==> src/rtl/astro_game_sequencer_pkg.sv <==
// Shared types, widths and the saturating BCD score adder for the Astro Barrier game.
package astro_pkg;

  localparam int unsigned SHOT_W  = 4;
  localparam int unsigned LEVEL_W = 2;
  localparam int unsigned SCORE_W = 8;
  localparam int unsigned STATE_W = 3;

  typedef enum logic [STATE_W-1:0] {
    ST_IDLE  = 3'd0,
    ST_LOAD  = 3'd1,
    ST_PLAY  = 3'd2,
    ST_SHOT  = 3'd3,
    ST_CLEAR = 3'd4,
    ST_OVER  = 3'd5,
    ST_WIN   = 3'd6
  } gameState_t;

  typedef logic [3:0] bcdDigit_t;

  // Adds a small count (0..9) to a two-digit BCD score, clamping at 99.
  function automatic logic [SCORE_W-1:0] bcdAdd(input logic [SCORE_W-1:0] cur,
                                                 input logic [3:0] inc);
    logic [4:0] onesSum;
    logic [4:0] tensSum;
    bcdDigit_t  onesOut;
    bcdDigit_t  tensOut;
    onesSum = 5'(cur[3:0]) + 5'(inc);
    tensSum = 5'(cur[7:4]);
    if (onesSum > 5'd9) begin
      onesSum = onesSum - 5'd10;
      tensSum = tensSum + 5'd1;
    end
    if (tensSum > 5'd9) begin
      return 8'h99;
    end
    onesOut = onesSum[3:0];
    tensOut = tensSum[3:0];
    return {tensOut, onesOut};
  endfunction

endpackage

==> src/rtl/astro_game_sequencer_tick_gen.sv <==
// Free-running divider producing a registered one-cycle pulse every DIV clocks.
module astro_tick_gen #(
  parameter int unsigned DIV = 2097152
) (
  input  logic board_clk,
  input  logic reset,
  output logic tick
);

  localparam int unsigned CNT_W = (DIV > 1) ? $clog2(DIV) : 1;
  localparam logic [CNT_W-1:0] LAST = CNT_W'(DIV - 1);

  logic [CNT_W-1:0] count;

  // Count 0..DIV-1 and pulse on the cycle after the terminal count.
  always_ff @(posedge board_clk or posedge reset) begin
    if (reset) begin
      count <= '0;
      tick  <= 1'b0;
    end else begin
      tick  <= (count == LAST);
      count <= (count == LAST) ? '0 : count + CNT_W'(1);
    end
  end

endmodule

==> src/rtl/astro_game_sequencer.sv <==
// Game-flow controller: level sequencing, shot budget, fire grants, hit tracking and BCD score.
module astro_game_sequencer
  import astro_pkg::*;
#(
  parameter int unsigned NUM_TARGETS     = 2,
  parameter int unsigned SHOTS_PER_LEVEL = 6,
  parameter int unsigned NUM_LEVELS      = 4,
  parameter int unsigned TICK_DIV        = 2097152,
  parameter int unsigned PAUSE_TICKS     = 32
) (
  input  logic                     board_clk,
  input  logic                     reset,
  input  logic                     start,
  input  logic                     fire_req,
  input  logic [NUM_TARGETS-1:0]   hit,
  input  logic                     shot_over,
  output logic                     game_tick,
  output logic                     fire_grant,
  output logic                     level_load,
  output logic [LEVEL_W-1:0]       level,
  output logic [SHOT_W-1:0]        shots_left,
  output logic [NUM_TARGETS-1:0]   hit_mask,
  output logic [SCORE_W-1:0]       score,
  output logic [STATE_W-1:0]       state
);

  localparam int unsigned PAUSE_W = $clog2(PAUSE_TICKS + 1);
  localparam logic [PAUSE_W-1:0] PAUSE_LAST = PAUSE_W'(PAUSE_TICKS - 1);
  localparam logic [LEVEL_W-1:0] LAST_LEVEL = LEVEL_W'(NUM_LEVELS - 1);
  localparam logic [SHOT_W-1:0]  SHOT_LOAD  = SHOT_W'(SHOTS_PER_LEVEL);

  gameState_t curState;
  logic [PAUSE_W-1:0] pauseCnt;

  logic startS1, startS2, startS3;
  logic fireS1, fireS2, fireS3;
  logic startRise, startFall, fireRise;

  logic [NUM_TARGETS-1:0] newHits;
  logic [NUM_TARGETS-1:0] nextMask;
  logic [3:0]             newCount;
  logic                   shotEvent;

  assign state = curState;

  // Slow pacing tick shared with the sprite datapath.
  astro_tick_gen #(.DIV(TICK_DIV)) u_tick (
    .board_clk (board_clk),
    .reset     (reset),
    .tick      (game_tick)
  );

  // Two-flop synchronizers plus a delay flop for edge detection.
  always_ff @(posedge board_clk or posedge reset) begin
    if (reset) begin
      {startS1, startS2, startS3} <= 3'b000;
      {fireS1, fireS2, fireS3}    <= 3'b000;
    end else begin
      {startS1, startS2, startS3} <= {start, startS1, startS2};
      {fireS1, fireS2, fireS3}    <= {fire_req, fireS1, fireS2};
    end
  end

  assign startRise = startS2 & ~startS3;
  assign startFall = ~startS2 & startS3;
  assign fireRise  = fireS2 & ~fireS3;

  // Newly destroyed targets this shot and how many points they are worth.
  always_comb begin
    newHits   = hit & ~hit_mask;
    nextMask  = hit_mask | newHits;
    shotEvent = (|hit) | shot_over;
    newCount  = 4'd0;
    for (int i = 0; i < int'(NUM_TARGETS); i++) begin
      newCount = newCount + 4'(newHits[i]);
    end
  end

  // Game FSM with registered outputs; a start fall aborts from any active state.
  always_ff @(posedge board_clk or posedge reset) begin
    if (reset) begin
      curState   <= ST_IDLE;
      level      <= '0;
      shots_left <= '0;
      hit_mask   <= '0;
      score      <= '0;
      fire_grant <= 1'b0;
      level_load <= 1'b0;
      pauseCnt   <= '0;
    end else begin
      fire_grant <= 1'b0;
      level_load <= 1'b0;
      if (curState != ST_IDLE && startFall) begin
        curState <= ST_IDLE;
      end else begin
        case (curState)
          ST_IDLE: begin
            if (startRise) begin
              level    <= '0;
              score    <= '0;
              curState <= ST_LOAD;
            end
          end
          ST_LOAD: begin
            level_load <= 1'b1;
            shots_left <= SHOT_LOAD;
            hit_mask   <= '0;
            curState   <= ST_PLAY;
          end
          ST_PLAY: begin
            if (fireRise && shots_left != '0) begin
              fire_grant <= 1'b1;
              shots_left <= shots_left - SHOT_W'(1);
              curState   <= ST_SHOT;
            end
          end
          ST_SHOT: begin
            if (shotEvent) begin
              hit_mask <= nextMask;
              score    <= bcdAdd(score, newCount);
              pauseCnt <= '0;
              if (&nextMask) begin
                curState <= ST_CLEAR;
              end else if (shots_left == '0) begin
                curState <= ST_OVER;
              end else begin
                curState <= ST_PLAY;
              end
            end
          end
          ST_CLEAR: begin
            if (game_tick) begin
              if (pauseCnt == PAUSE_LAST) begin
                pauseCnt <= '0;
                if (level == LAST_LEVEL) begin
                  curState <= ST_WIN;
                end else begin
                  level    <= level + LEVEL_W'(1);
                  curState <= ST_LOAD;
                end
              end else begin
                pauseCnt <= pauseCnt + PAUSE_W'(1);
              end
            end
          end
          ST_OVER, ST_WIN: begin
            curState <= curState;
          end
          default: begin
            curState <= ST_IDLE;
          end
        endcase
      end
    end
  end

endmodule

==> config.mk <==
export PLATFORM = sky130hd
export DESIGN_NAME = astro_game_sequencer
export DESIGN_NICKNAME = d
export VERILOG_FILES = /design/src/rtl/astro_game_sequencer_pkg.sv /design/src/rtl/astro_game_sequencer_tick_gen.sv /design/src/rtl/astro_game_sequencer.sv
export SDC_FILE = /design/constraint.sdc
export NUM_CORES = 1
export LEC_CHECK = 0
export BUFFER_PORTS_ARGS = -buffer_cell sky130_fd_sc_hd__clkbuf_2
export CAP_MARGIN = 15
export CORE_UTILIZATION = 50
export DETAILED_ROUTE_END_ITERATION = 8
export PLACE_DENSITY = 0.69
export SLEW_MARGIN = 30
export SYNTH_ARGS = -nofsm -noshare
export SYNTH_HDL_FRONTEND = slang
export SYNTH_HIERARCHICAL = 1
export SYNTH_SLANG_ARGS = --single-unit
export TNS_END_PERCENT = 20
==> constraint.sdc <==
create_clock -name board_clk -period 4.3 [get_ports board_clk]
set_input_delay 0.645 -clock board_clk [delete_from_list [all_inputs] [get_ports board_clk]]
set_output_delay 0.645 -clock board_clk [all_outputs]
set_load 0.01 [all_outputs]
==> summary.md, run 1 <==
| Metric | Value |
|---|---|
| Final ANT Viol Nets | 0 |
| Max-Cap Viols | 0 |
| Cell area after placement | 0.00326 mm2 |
| Adder-Cell Fraction of Synth Area | 0.0392 |
| Post-cts gate resize count | 0 |
| Gr usage total | 0.205 |
| Root Driver | clkbuf_8 |
| Cell taking the most area after synthesis | dfrtp_1 |
| Area of the multi-input gates | 0.00159 mm2 |
| Die Wd | 80.3 um |
| DR pass1 iterations | 4 |
| EDFF count, synth | 0 |
| Initial core utilization | 0.517 |
| Critical Path AT | 3.00 ns |
| Ratio of cells with drive above 1 in the final layout | 0.172 |
| DRC Markers | 0 |
| Die Area | 0.00644 mm2 |
| Most frequent cells after synthesis | dfrtp_1, nor2_1, nand2_1 |
| Worst vdd rail ir drop | 0.000235 V |
| Post-DR vias/cell | 5.55 |
| Most instantiated library cell after synthesis | dfrtp_1 |
| Final nets | 364 |
| Crit-path slowest cell | or4_1 |
| FF-to-FF End | score[6]$_DFFE_PP0P_ |
| TNS Setup | 0 ns |
| Vias | 2352 |
| Tightest Pin Transition | 0.784 ns |
| Final RePlAce weighted congestion | 0.799 |
| Crit-path max FO | 8 |
| RSZ-0062 raised after global routing | false |
| # rows | 28 |
| Cell area after layout | 0.00338 mm2 |
| Largest net degree at the start of global routing | 34 |
| H-tree levels | 2 |
| Power Density | 454 mW/mm2 |
| Worst hold path type | flop to flop |
| Clk sinks | 55 |
| Area growth syn-to-layout | 10.2% |
| Syn Std Cell Area | 0.00306 mm2 |
| Detailed placement HPWL | 4270 um |
| Layout Skew | 0.00974 ns |
| Final WL | 5970 um |
| Vias in the first global route | 2289 |
| Tcrit/Tclk final | 0.655 |
| CP Class | flop to flop |
| Mux contribution to synthesized area | 0.0249 |
| Crit path depth | 10 |
| Total Power | 1530 uW |
| Synth top area share | 0.449 |
| CP Launch Type | flop |
| First-pass GRT wire length | 10200 um |
| Die Span Y | 80.3 um |
| Seq/Total Area, Yosys | 0.449 |
| Leakage | 0.00159 uW |
| Syn. warnings | 6 |
| Critical Path RT | 4.49 ns |
| Core area | 0.00592 mm2 |
| Crit end category | flop |
| Synth unique cells | 59 |
| Bufs on Longest Clock Path | 2 |
| Buf/Inv on CP | 1 |
| Post-CTS Hold Buffers | 0 |
| Number of buffers created by CTS | 5 |
| CP top delay family | simple AND/OR/NAND/NOR gates |
| Prevailing post-synth register cell | dfrtp_1 |
| Crit path to | score[6]$_DFFE_PP0P_ |
| Setup-failing EPs final | 0 |
| Synth Instances | 321 |
| Largest family of logic cells by synthesized area | simple AND/OR/NAND/NOR gates |
| Top cells by area, synth | dfrtp_1, nor2_1, nand2_1 |
| Worst R2R Start | hit_mask[0]$_DFFE_PP0P_ |
| Register area | 0.00138 mm2 |
| Overflow after GRT | 0 |
| Final Hold Vio Count | 0 |
| Worst r2r path cells | 10 |
| # fillers | 533 |
| Status | complete, no violations |
| Syn nets | 337 |
| R2r setup slk | 1.49 ns |
| DR WL/cell | 14.1 um |
| CTS tree | yes |
| Slew Limit Fails | 0 |
| XOR/XNOR share of the synthesized area | 0.0572 |
| Critical-path cell list | nand2b_1 > fa_1 > inv_1 > ha_1 > or2_2 > a21oi_1 > or4_1 > mux2i_1 > o21ai_1 > o2bb2ai_1 |
| Crit path largest cell delay | 0.48 ns |
| Final Critical Period | 2.81 ns |
| Worst setup path start | hit_mask[0]$_DFFE_PP0P_ |
| Slew HR | 0.474 |
| FFs w/ async S/R, synth | 1.00 |
| # IOs | 29 |
| # Post-CTS Setup Buffers | 0 |
| Antenna Cells | 0 |
| Buffers added on ports | 28 |
| Initial antenna violation count | 0 |
| CTS clk-pin slew, worst paths | 0.10 ns |
| Peak Freq | 355 MHz |
| Synth Area in Compound Gates | 0.134 |
| Post-Synth Simple-Gate Area | 0.263 |
| DR iter-0 viols | 229 |
| Syn Area/Cell | 9.54 um2 |
| Clk Latency, worst-skew pair | 0.30 ns |
| FF+latch count, synth | 55 |
==> state kept, by name, summed over array words and instances (netlist names) <==
| register | cells |
|---|---|
| state | 3 |
| level | 2 |
| u_tick/count | 21 |
| u_tick/tick | 1 |
| level_load | 1 |
| startS3 | 1 |
| score | 8 |
| fireS1 | 1 |
| fireS3 | 1 |
| fireS2 | 1 |
| fire_grant | 1 |
| pauseCnt | 6 |
| startS2 | 1 |
| shots_left | 4 |
| startS1 | 1 |
| hit_mask | 2 |
==> final cells by class <==
type | count | area share
clock buffer | 6 | 0.0245
clock inverter | 2 | 0.0104
inverter | 14 | 0.0156
multi-input combinational | 243 | 0.470
sequential | 55 | 0.408
tap | 75 | 0.0278
timing repair buffer | 29 | 0.0437
==> through the flow <==
stage | instances | util | hold slack, ns | setup WS (ns)
global placement | 416 | 0.550 | 0.332 | 1.38
global route | 424 | 0.570 | 0.359 | 1.34
detailed placement | 416 | 0.550 | 0.335 | 1.32
floorplan | 321 | - | 0.331 | 1.63
CTS | 424 | 0.570 | 0.348 | 1.49
finish | 424 | 0.570 | 0.345 | 1.49
==> worst min-delay path by stage <==
stage                 startpoint                end  slack (ns)  cells past startpoint
3_3_place_gp    fireS1$_DFF_PP0_   fireS2$_DFF_PP0_        0.33                      0
2_1_floorplan   fireS1$_DFF_PP0_   fireS2$_DFF_PP0_        0.33                      0
6_report        fireS1$_DFF_PP0_   fireS2$_DFF_PP0_        0.35                      0
5_1_grt         fireS1$_DFF_PP0_   fireS2$_DFF_PP0_        0.36                      0
4_1_cts         fireS1$_DFF_PP0_   fireS2$_DFF_PP0_        0.35                      0
3_5_place_dp   startS1$_DFF_PP0_  startS2$_DFF_PP0_        0.33                      0
==> metal layers <==
metal / GRT usage / part of all wire / wire, um / up-vias
met5: 0 / 0 / 0 / -
met4: 0.0643 / 0.0092 / 55 / 0
met3: 0.0455 / 0.041 / 243 / 7
met2: 0.363 / 0.51 / 3020 / 49
met1: 0.247 / 0.44 / 2660 / 1122
li1: - / - / - / 1174
==> logic make-up (layout without fill, tap and decap cells) <==
logic type / after synthesis / after routing
compound gates: 63 / 63
xor+xnor: 20 / 20
fa+ha+maj: 9 / 9
buf+inv: 23 / 51
flops: 55 / 55
mux: 7 / 7
simple gates: 144 / 144
==> report_power, final <==
part | leakage [uW] | internal (uW) | switching, uW
sequential | 0.000723 | 569 | 95.0
combinational | 0.000806 | 217 | 300
clock | 0.0000612 | 189 | 164
==> worst register-to-register path, cell delays in order, from the launching register on <==
cell,delay (ns)
dfrtp_1,0.43
nand2b_1,0.18
fa_1,0.43
inv_1,0.07
ha_1,0.29
or2_2,0.17
a21oi_1,0.08
or4_1,0.48
mux2i_1,0.28
o21ai_1,0.13
o2bb2ai_1,0.15
==> cell usage in the layout (no fill, tap or decap), drive strengths merged, types with 2 or more instances in the layout <==
| cell | netlist | layout |
|---|---|---|
| mux2 | 5 | 5 |
| nand4 | 7 | 7 |
| o31ai | 2 | 2 |
| xnor2 | 13 | 13 |
| or3 | 3 | 3 |
| o21ai | 19 | 19 |
| ha | 8 | 8 |
| nor3b | 2 | 2 |
| dfrtp | 55 | 55 |
| and3 | 6 | 6 |
| or2 | 3 | 3 |
| nand2 | 33 | 33 |
| o21a | 2 | 2 |
| a21oi | 21 | 21 |
| mux2i | 2 | 2 |
| a31oi | 2 | 2 |
| a22o | 3 | 3 |
| or3b | 2 | 2 |
| nand3b | 2 | 2 |
| nand2b | 11 | 11 |
| clkinv | 0 | 2 |
| xor2 | 7 | 7 |
| nor3 | 11 | 11 |
| nand3 | 13 | 13 |
| a31o | 3 | 3 |
| inv | 14 | 13 |
| nor2 | 38 | 38 |
| nor2b | 5 | 5 |
| nor4 | 3 | 3 |
| clkbuf | 6 | 34 |
(Power assumes the default switching activity.)
==> run 2, diff against run 1 <==
- clock period: 4.3 -> 2.7 ns (I/O delays scaled with it)
==> run 2 against run 1 <==
Against the previous run:
- utilization is 0.44 points higher
- largest power group unchanged
- maximum frequency is 8.2% higher
- sequential cell count stayed put
- critical path type unchanged
- worst hold slack worse by 0.17 ns
- critical path depth stayed put
- via count is 0.30% lower
==> summary.md, run 2 (synthesis results as in run 1) <==
| Metric | Value |
|---|---|
| Status | complete, no violations (unchanged) |
| Top reg by flops | u_tick/count (unchanged) |
| Initial core utilization | 0.517 (unchanged) |
| Crit end category | flop (unchanged) |
| Area growth syn-to-layout | 11.1% (was 10.2%) |
| Crit path to | score[6]$_DFFE_PP0P_ (unchanged) |
| Critical Path RT | 2.89 ns (was 4.49 ns) |
| Gr usage total | 0.201 (was 0.205) |
| Ratio of cells with drive above 1 in the final layout | 0.190 (was 0.172) |
| Fin cells | 428 (was 424) |
| Biggest regs | u_tick/count: 21 flops, score: 8 flops, pauseCnt: 6 flops (unchanged) |
| Number of buffers created by CTS | 5 (unchanged) |
| Util after Layout | 0.575 (was 0.570) |
| FF-to-FF End | score[6]$_DFFE_PP0P_ (unchanged) |
| Initial antenna violation count | 0 (unchanged) |
| DR iter-0 viols | 134 (was 229) |
| Root Driver | clkbuf_8 (unchanged) |
| Cell area after layout | 0.00340 mm2 (was 0.00338 mm2) |
| DR pass1 iterations | 4 (unchanged) |
| Final Critical Period | 2.60 ns (was 2.81 ns) |
| Tightest Pin Transition | 0.806 ns (was 0.784 ns) |
| Worst slack at placement | 0.0213 ns (was 1.32 ns) |
| Vias | 2345 (was 2352) |
| Setup-failing EPs final | 0 (unchanged) |
| Final ANT Viol Nets | 0 (unchanged) |
| Worst r2r path cells | 10 (unchanged) |
| Slew Limit Fails | 0 (unchanged) |
| CP Class | flop to flop (unchanged) |
| Max-Cap Viols | 0 (unchanged) |
| Cell area after placement | 0.00328 mm2 (was 0.00326 mm2) |
| DRC Markers | 0 (unchanged) |
| Peak Freq | 384 MHz (was 355 MHz) |
| Crit path largest cell delay | 0.56 ns (was 0.48 ns) |
| Final nets | 368 (was 364) |
| First-pass GRT wire length | 10000 um (was 10200 um) |
| # rows | 28 (unchanged) |
| Commonest non-fill, non-tap cell in the layout | dfrtp_1 (unchanged) |
| Leakage | 0.00159 uW (about the same) |
| Detailed placement HPWL | 4130 um (was 4270 um) |
| Met1 Track Usage GR | 0.257 (was 0.247) |
| Largest register FFs | 21 (unchanged) |
| Setup ws final | 0.0984 ns (was 1.49 ns) |
| Critical-path cell list | nand2b_1 > fa_1 > inv_1 > ha_1 > nand2b_1 > a21oi_2 > or4_4 > mux2i_2 > o21ai_1 > o2bb2ai_1 (was nand2b_1 > fa_1 > inv_1 > ha_1 > or2_2 > a21oi_1 > or4_1 > mux2i_1 > o21ai_1 > o2bb2ai_1) |
| RSZ-0062 raised after global routing | false (unchanged) |
| Worst R2R Start | hit_mask[0]$_DFFE_PP0P_ (unchanged) |
| Crit-path max FO | 3 (was 8) |
| DR WL/cell | 13.6 um (was 14.1 um) |
| CP Launch Type | flop (unchanged) |
| Core area | 0.00592 mm2 (unchanged) |
| Crit-path slowest cell | or4_4 (was or4_1) |
| Tcrit/Tclk final | 0.964 (was 0.655) |
| Buffers added on ports | 28 (unchanged) |
| Clk sinks | 55 (unchanged) |
| # IOs | 29 (unchanged) |
| Critical Path AT | 2.79 ns (was 3.00 ns) |
| Bufs on Longest Clock Path | 2 (unchanged) |
| Worst vdd rail ir drop | 0.000357 V (was 0.000235 V) |
| Worst setup path start | hit_mask[0]$_DFFE_PP0P_ (unchanged) |
| Clk Latency, worst-skew pair | 0.31 ns (was 0.30 ns) |
| Antenna Cells | 0 (unchanged) |
| Largest net degree at the start of global routing | 34 (unchanged) |
| Final Hold Vio Count | 0 (unchanged) |
| Overflow after GRT | 0 (unchanged) |
| Final RePlAce weighted congestion | 0.776 (was 0.799) |
| Die Wd | 80.3 um (unchanged) |
| Vias in the first global route | 2213 (was 2289) |
| Slew HR | 0.462 (was 0.474) |
| Placed cell count | 419 (was 416) |
| CTS tree | yes (unchanged) |
| Layer with the highest usage | met2 (unchanged) |
| Power Density | 694 mW/mm2 (was 454 mW/mm2) |
| Most frequent cells in the layout | dfrtp_1, nor2_1, nand2_1, clkbuf_2, a21oi_1 (unchanged) |
| CTS clk-pin slew, worst paths | 0.10 ns (about the same) |
| Post-DR vias/cell | 5.48 (was 5.55) |
| Most frequent CP cell | nand2b_1 |
| Met3 GRT Util | 0.0398 (was 0.0455) |
| H-tree levels | 2 (unchanged) |
| Final WL | 5810 um (was 5970 um) |
| Worst hold path type | primary input to asynchronous set/reset pin (was flop to flop) |
| GR Util met2 | 0.342 (was 0.363) |
| Layout Skew | 0.0120 ns (was 0.00974 ns) |
| Die Span Y | 80.3 um (unchanged) |
| TNS Setup | 0 ns (unchanged) |
| Die Area | 0.00644 mm2 (unchanged) |
| R2r setup slk | 0.1 ns (was 1.49 ns) |
## run 2: changes by cell type in the layout (fill, tap and decap cells not counted), sizes merged
cell	previous run	this run
buf	1	5
bufinv	1	0
clkinv	2	1
clkinvlp	0	1
inv	13	14
## run 2: repair_timing
item | 4_1_cts | 5_1_grt
buffers inserted | 0 | 1
setup endpoints to repair | 0 | 6
resized for setup | 0 | 6
hold buffers | 0 | 0
## run 2: critical path: cells and delay by family (launching register included)
kind	cells	cell delay [ns]
AO/OA/AOI/OAI	3	0.33
adder cells (fa/ha/maj)	2	0.56
buffers and inverters	1	0.07
flip-flops	1	0.40
multiplexers	1	0.25
AND/OR/NAND/NOR	3	0.87
## run 2: worst min-delay path by stage
stage / endpoint / slack, ns
3_5_place_dp: startS2$_DFF_PP0_ / 0.33
6_report: level[1]$_DFFE_PP0P_ / 0.17
2_1_floorplan: fireS2$_DFF_PP0_ / 0.33
3_3_place_gp: fireS2$_DFF_PP0_ / 0.33
5_1_grt: startS1$_DFF_PP0_ / 0.19
4_1_cts: level[1]$_DFFE_PP0P_ / 0.18
## run 2: power breakdown
part           switching, uW  total (uW)  leakage (uW)  internal [uW]
logic                    519         894      0.000830            375
clock network            259         441     0.0000412            182
registers                121        1030      0.000723            906
total                    899        2360       0.00159           1460
## run 2: per-layer routing
layer | vias up | share of wire
met5 | - | 0
met4 | 0 | 0.013
met3 | 5 | 0.035
met2 | 41 | 0.49
met1 | 1116 | 0.46
li1 | 1183 | -
## run 2: area by class of cell
cell class                      count  area [um2]
Clock buffer                        6        72.6
Clock inverter                      2        12.5
Fill cell                         526        2520
Inverter                           14        52.6
Multi-Input combinational cell    243        1620
Sequential cell                    55        1380
Tap cell                           75        93.8
Timing Repair Buffer               33         178
## run 2: through the flow
stage	hold slack, ns	power [uW]
floorplan	0.331	1670
global placement	0.332	1900
detailed placement	0.335	1920
CTS	0.184	2370
global route	0.191	2550
finish	0.171	2360
==> run 3, diff against run 2 <==
- CELL_PAD_IN_SITES_DETAIL_PLACEMENT: default -> 2
- CELL_PAD_IN_SITES_GLOBAL_PLACEMENT: default -> 2
- CORE_UTILIZATION: 50 -> 37
- PLACE_DENSITY: 0.69 -> default
- PLACE_DENSITY_LB_ADDON: default -> 0.1
==> run 3 against run 2 <==
Against the previous run:
- setup slack better by 0.073 ns
- maximum frequency grew 2.9%
- register-to-register slack improved by 0.07 ns
- cell area is 1.7% higher
- worst hold slack got worse by 0.030 ns
- sequential share of layout area fell by 0.66 points
- critical endpoint is now score[3]$_DFFE_PP0P_
- largest cell class unchanged
- highest routed layer unchanged
==> summary.md, run 3 (synthesis results as in run 1) <==
| Metric | Value |
|---|---|
| # rows | 32 (was 28) |
| Top reg by flops | u_tick/count (unchanged) |
| Worst setup path start | hit_mask[1]$_DFFE_PP0P_ (was hit_mask[0]$_DFFE_PP0P_) |
| FF-to-FF End | score[3]$_DFFE_PP0P_ (was score[6]$_DFFE_PP0P_) |
| Commonest non-fill, non-tap cell in the layout | dfrtp_1 (unchanged) |
| Critical-path cell list | nand2b_1 > fa_2 > inv_1 > ha_1 > or2_2 > a21oi_2 > nor3_2 > mux2_2 > o211ai_1 > a22o_1 (was nand2b_1 > fa_1 > inv_1 > ha_1 > nand2b_1 > a21oi_2 > or4_4 > mux2i_2 > o21ai_1 > o2bb2ai_1) |
| Final Hold Vio Count | 0 (unchanged) |
| Die Span Y | 93.0 um (was 80.3 um) |
| Crit path to | score[3]$_DFFE_PP0P_ (was score[6]$_DFFE_PP0P_) |
| Slew HR | 0.465 (was 0.462) |
| Area of the multi-input gates | 0.00161 mm2 (was 0.00162 mm2) |
| Final Critical Period | 2.53 ns (was 2.60 ns) |
| Fin cells | 458 (was 428) |
| Power Density | 703 mW/mm2 (was 694 mW/mm2) |
| Slew Limit Fails | 0 (unchanged) |
| Biggest regs | u_tick/count: 21 flops, score: 8 flops, pauseCnt: 6 flops (unchanged) |
| Critical Path AT | 2.73 ns (was 2.79 ns) |
| Clk Latency, worst-skew pair | 0.30 ns (was 0.31 ns) |
| Die Wd | 93.0 um (was 80.3 um) |
| Vias | 2473 (was 2345) |
| Worst r2r path cells | 10 (unchanged) |
| Tightest Pin Transition | 0.797 ns (was 0.806 ns) |
| CTS tree | yes (unchanged) |
| Largest net degree at the start of global routing | 34 (unchanged) |
| Die Area | 0.00865 mm2 (was 0.00644 mm2) |
| Register area | 0.00138 mm2 (unchanged) |
| Worst vdd rail ir drop | 0.000261 V (was 0.000357 V) |
| DR WL/cell | 16.6 um (was 13.6 um) |
| Hold WS | 0.141 ns (was 0.171 ns) |
| Cell area after placement | 0.00335 mm2 (was 0.00328 mm2) |
| DRC Markers | 0 (unchanged) |
| Vias in the first global route | 2637 (was 2213) |
| Crit-path slowest cell | dfrtp_1 (was or4_4) |
| DR pass1 iterations | 4 (unchanged) |
| Clk sinks | 55 (unchanged) |
| Overflow after GRT | 0 (unchanged) |
| Root Driver | clkbuf_8 (unchanged) |
| Buffers added on ports | 28 (unchanged) |
| # fillers | 881 (was 526) |
| H-tree levels | 2 (unchanged) |
| Detailed placement HPWL | 5670 um (was 4130 um) |
| Status | complete, no violations (unchanged) |
| Final WL | 7580 um (was 5810 um) |
| # IOs | 29 (unchanged) |
| Critical Path RT | 2.90 ns (was 2.89 ns) |
| Final ANT Viol Nets | 0 (unchanged) |
| Placed cell count | 451 (was 419) |
| CP top delay family | adder cells (was simple AND/OR/NAND/NOR gates) |
| Most frequent cells in the layout | dfrtp_1, nor2_1, nand2_1, clkbuf_2, a21oi_1 (unchanged) |
| TNS Setup | 0 ns (unchanged) |
| Peak Freq | 395 MHz (was 384 MHz) |
| Initial core utilization | 0.390 (was 0.517) |
| CP Class | flop to flop (unchanged) |
| Bufs on Longest Clock Path | 2 (unchanged) |
| Antenna Cells | 0 (unchanged) |
| Post-DR vias/cell | 5.40 (was 5.48) |
| Layout Skew | 0.00694 ns (was 0.0120 ns) |
| CTS clk-pin slew, worst paths | 0.10 ns (about the same) |
| Cell area after layout | 0.00346 mm2 (was 0.00340 mm2) |
| Tcrit/Tclk final | 0.937 (was 0.964) |
| CP Launch Type | flop (unchanged) |
| Ratio of cells with drive above 1 in the final layout | 0.199 (was 0.190) |
| Core area | 0.00785 mm2 (was 0.00592 mm2) |
| Area growth syn-to-layout | 12.9% (was 11.1%) |
| R2r setup slk | 0.17 ns (was 0.1 ns) |
| Final RePlAce weighted congestion | 0.725 (was 0.776) |
| Buf/Inv on CP | 1 (unchanged) |
| Initial antenna violation count | 0 (unchanged) |
| Crit path largest cell delay | 0.43 ns (was 0.56 ns) |
| Largest register FFs | 21 (unchanged) |
| Worst hold path type | primary input to asynchronous set/reset pin (unchanged) |
| First-pass GRT wire length | 13000 um (was 10000 um) |
| Number of buffers created by CTS | 5 (unchanged) |
| Crit-path max FO | 7 (was 3) |
| Worst R2R Start | hit_mask[1]$_DFFE_PP0P_ (was hit_mask[0]$_DFFE_PP0P_) |
| Leakage | 0.00161 uW (was 0.00159 uW) |
| Gr usage total | 0.190 (was 0.201) |
| Util after Layout | 0.441 (was 0.575) |
| Final nets | 373 (was 368) |
| Setup-failing EPs final | 0 (unchanged) |
| Max-Cap Viols | 0 (unchanged) |
| Crit path depth | 10 (unchanged) |
| DR iter-0 viols | 55 (was 134) |
| Crit end category | flop (unchanged) |
[run 3: cell count changes in the layout (fill, tap and decap cells not counted), sizes merged]
| cell | change |
|---|---|
| inv | -1 |
| buf | +5 |
| clkinvlp | -1 |
[run 3: final cells by class]
class | count | share of cell area
multi-input combinational | 243 | 0.467
sequential | 55 | 0.398
timing repair buffer | 38 | 0.0622
tap | 102 | 0.0369
clock buffer | 6 | 0.0210
inverter | 14 | 0.0152
[run 3: through the flow]
| step | total power [uW] | setup slack [ns] |
|---|---|---|
| finish | 2430 | 0.171 |
| global route | 2620 | -0.00326 |
| CTS | 2450 | 0.00767 |
| detailed placement | 2010 | -0.0563 |
| global placement | 1970 | 0.0660 |
| floorplan | 1670 | 0.141 |
[run 3: worst min path at each step]
stage	cells after the start	from	to
after floorplan	0	fireS1$_DFF_PP0_	fireS2$_DFF_PP0_
after global placement	0	startS1$_DFF_PP0_	startS2$_DFF_PP0_
after detailed placement	0	startS1$_DFF_PP0_	startS2$_DFF_PP0_
after CTS	3	reset	pauseCnt[4]$_DFFE_PP0P_
after global routing	2	reset	u_tick/count[7]$_DFF_PP0_
final	2	reset	u_tick/count[7]$_DFF_PP0_
[run 3: worst register-to-register path: stages, from the launching register on]
cell	delay, ns
dfrtp_1	0.43
nand2b_1	0.17
fa_2	0.37
inv_1	0.07
ha_1	0.24
or2_2	0.30
a21oi_2	0.18
nor3_2	0.10
mux2_2	0.28
o211ai_1	0.08
a22o_1	0.21
[run 3: repair_timing]
action,in CTS,in global routing
hold endpoints to repair,0,0
setup buffers,0,1
pin swaps,0,1
hold buffers,0,0
endpoints found under the setup margin,1,7
gates resized for setup,2,4
[run 3: per-layer routing]
metal  vias up  track usage  wire length (um)
li1       1185            -                 -
met1      1260        0.231              3350
met3         4       0.0244               133
met2        24        0.352              4030
met5         -            0                 0
met4         0       0.0487                68
[run 3: report_power, final]
group / switching (uW) / leakage, uW / internal (uW) / total (uW)
Combinational: 581 / 0.000849 / 408 / 988
Sequential: 104 / 0.000723 / 907 / 1010
Clock: 257 / 0.0000371 / 174 / 432
Total: 942 / 0.00161 / 1490 / 2430
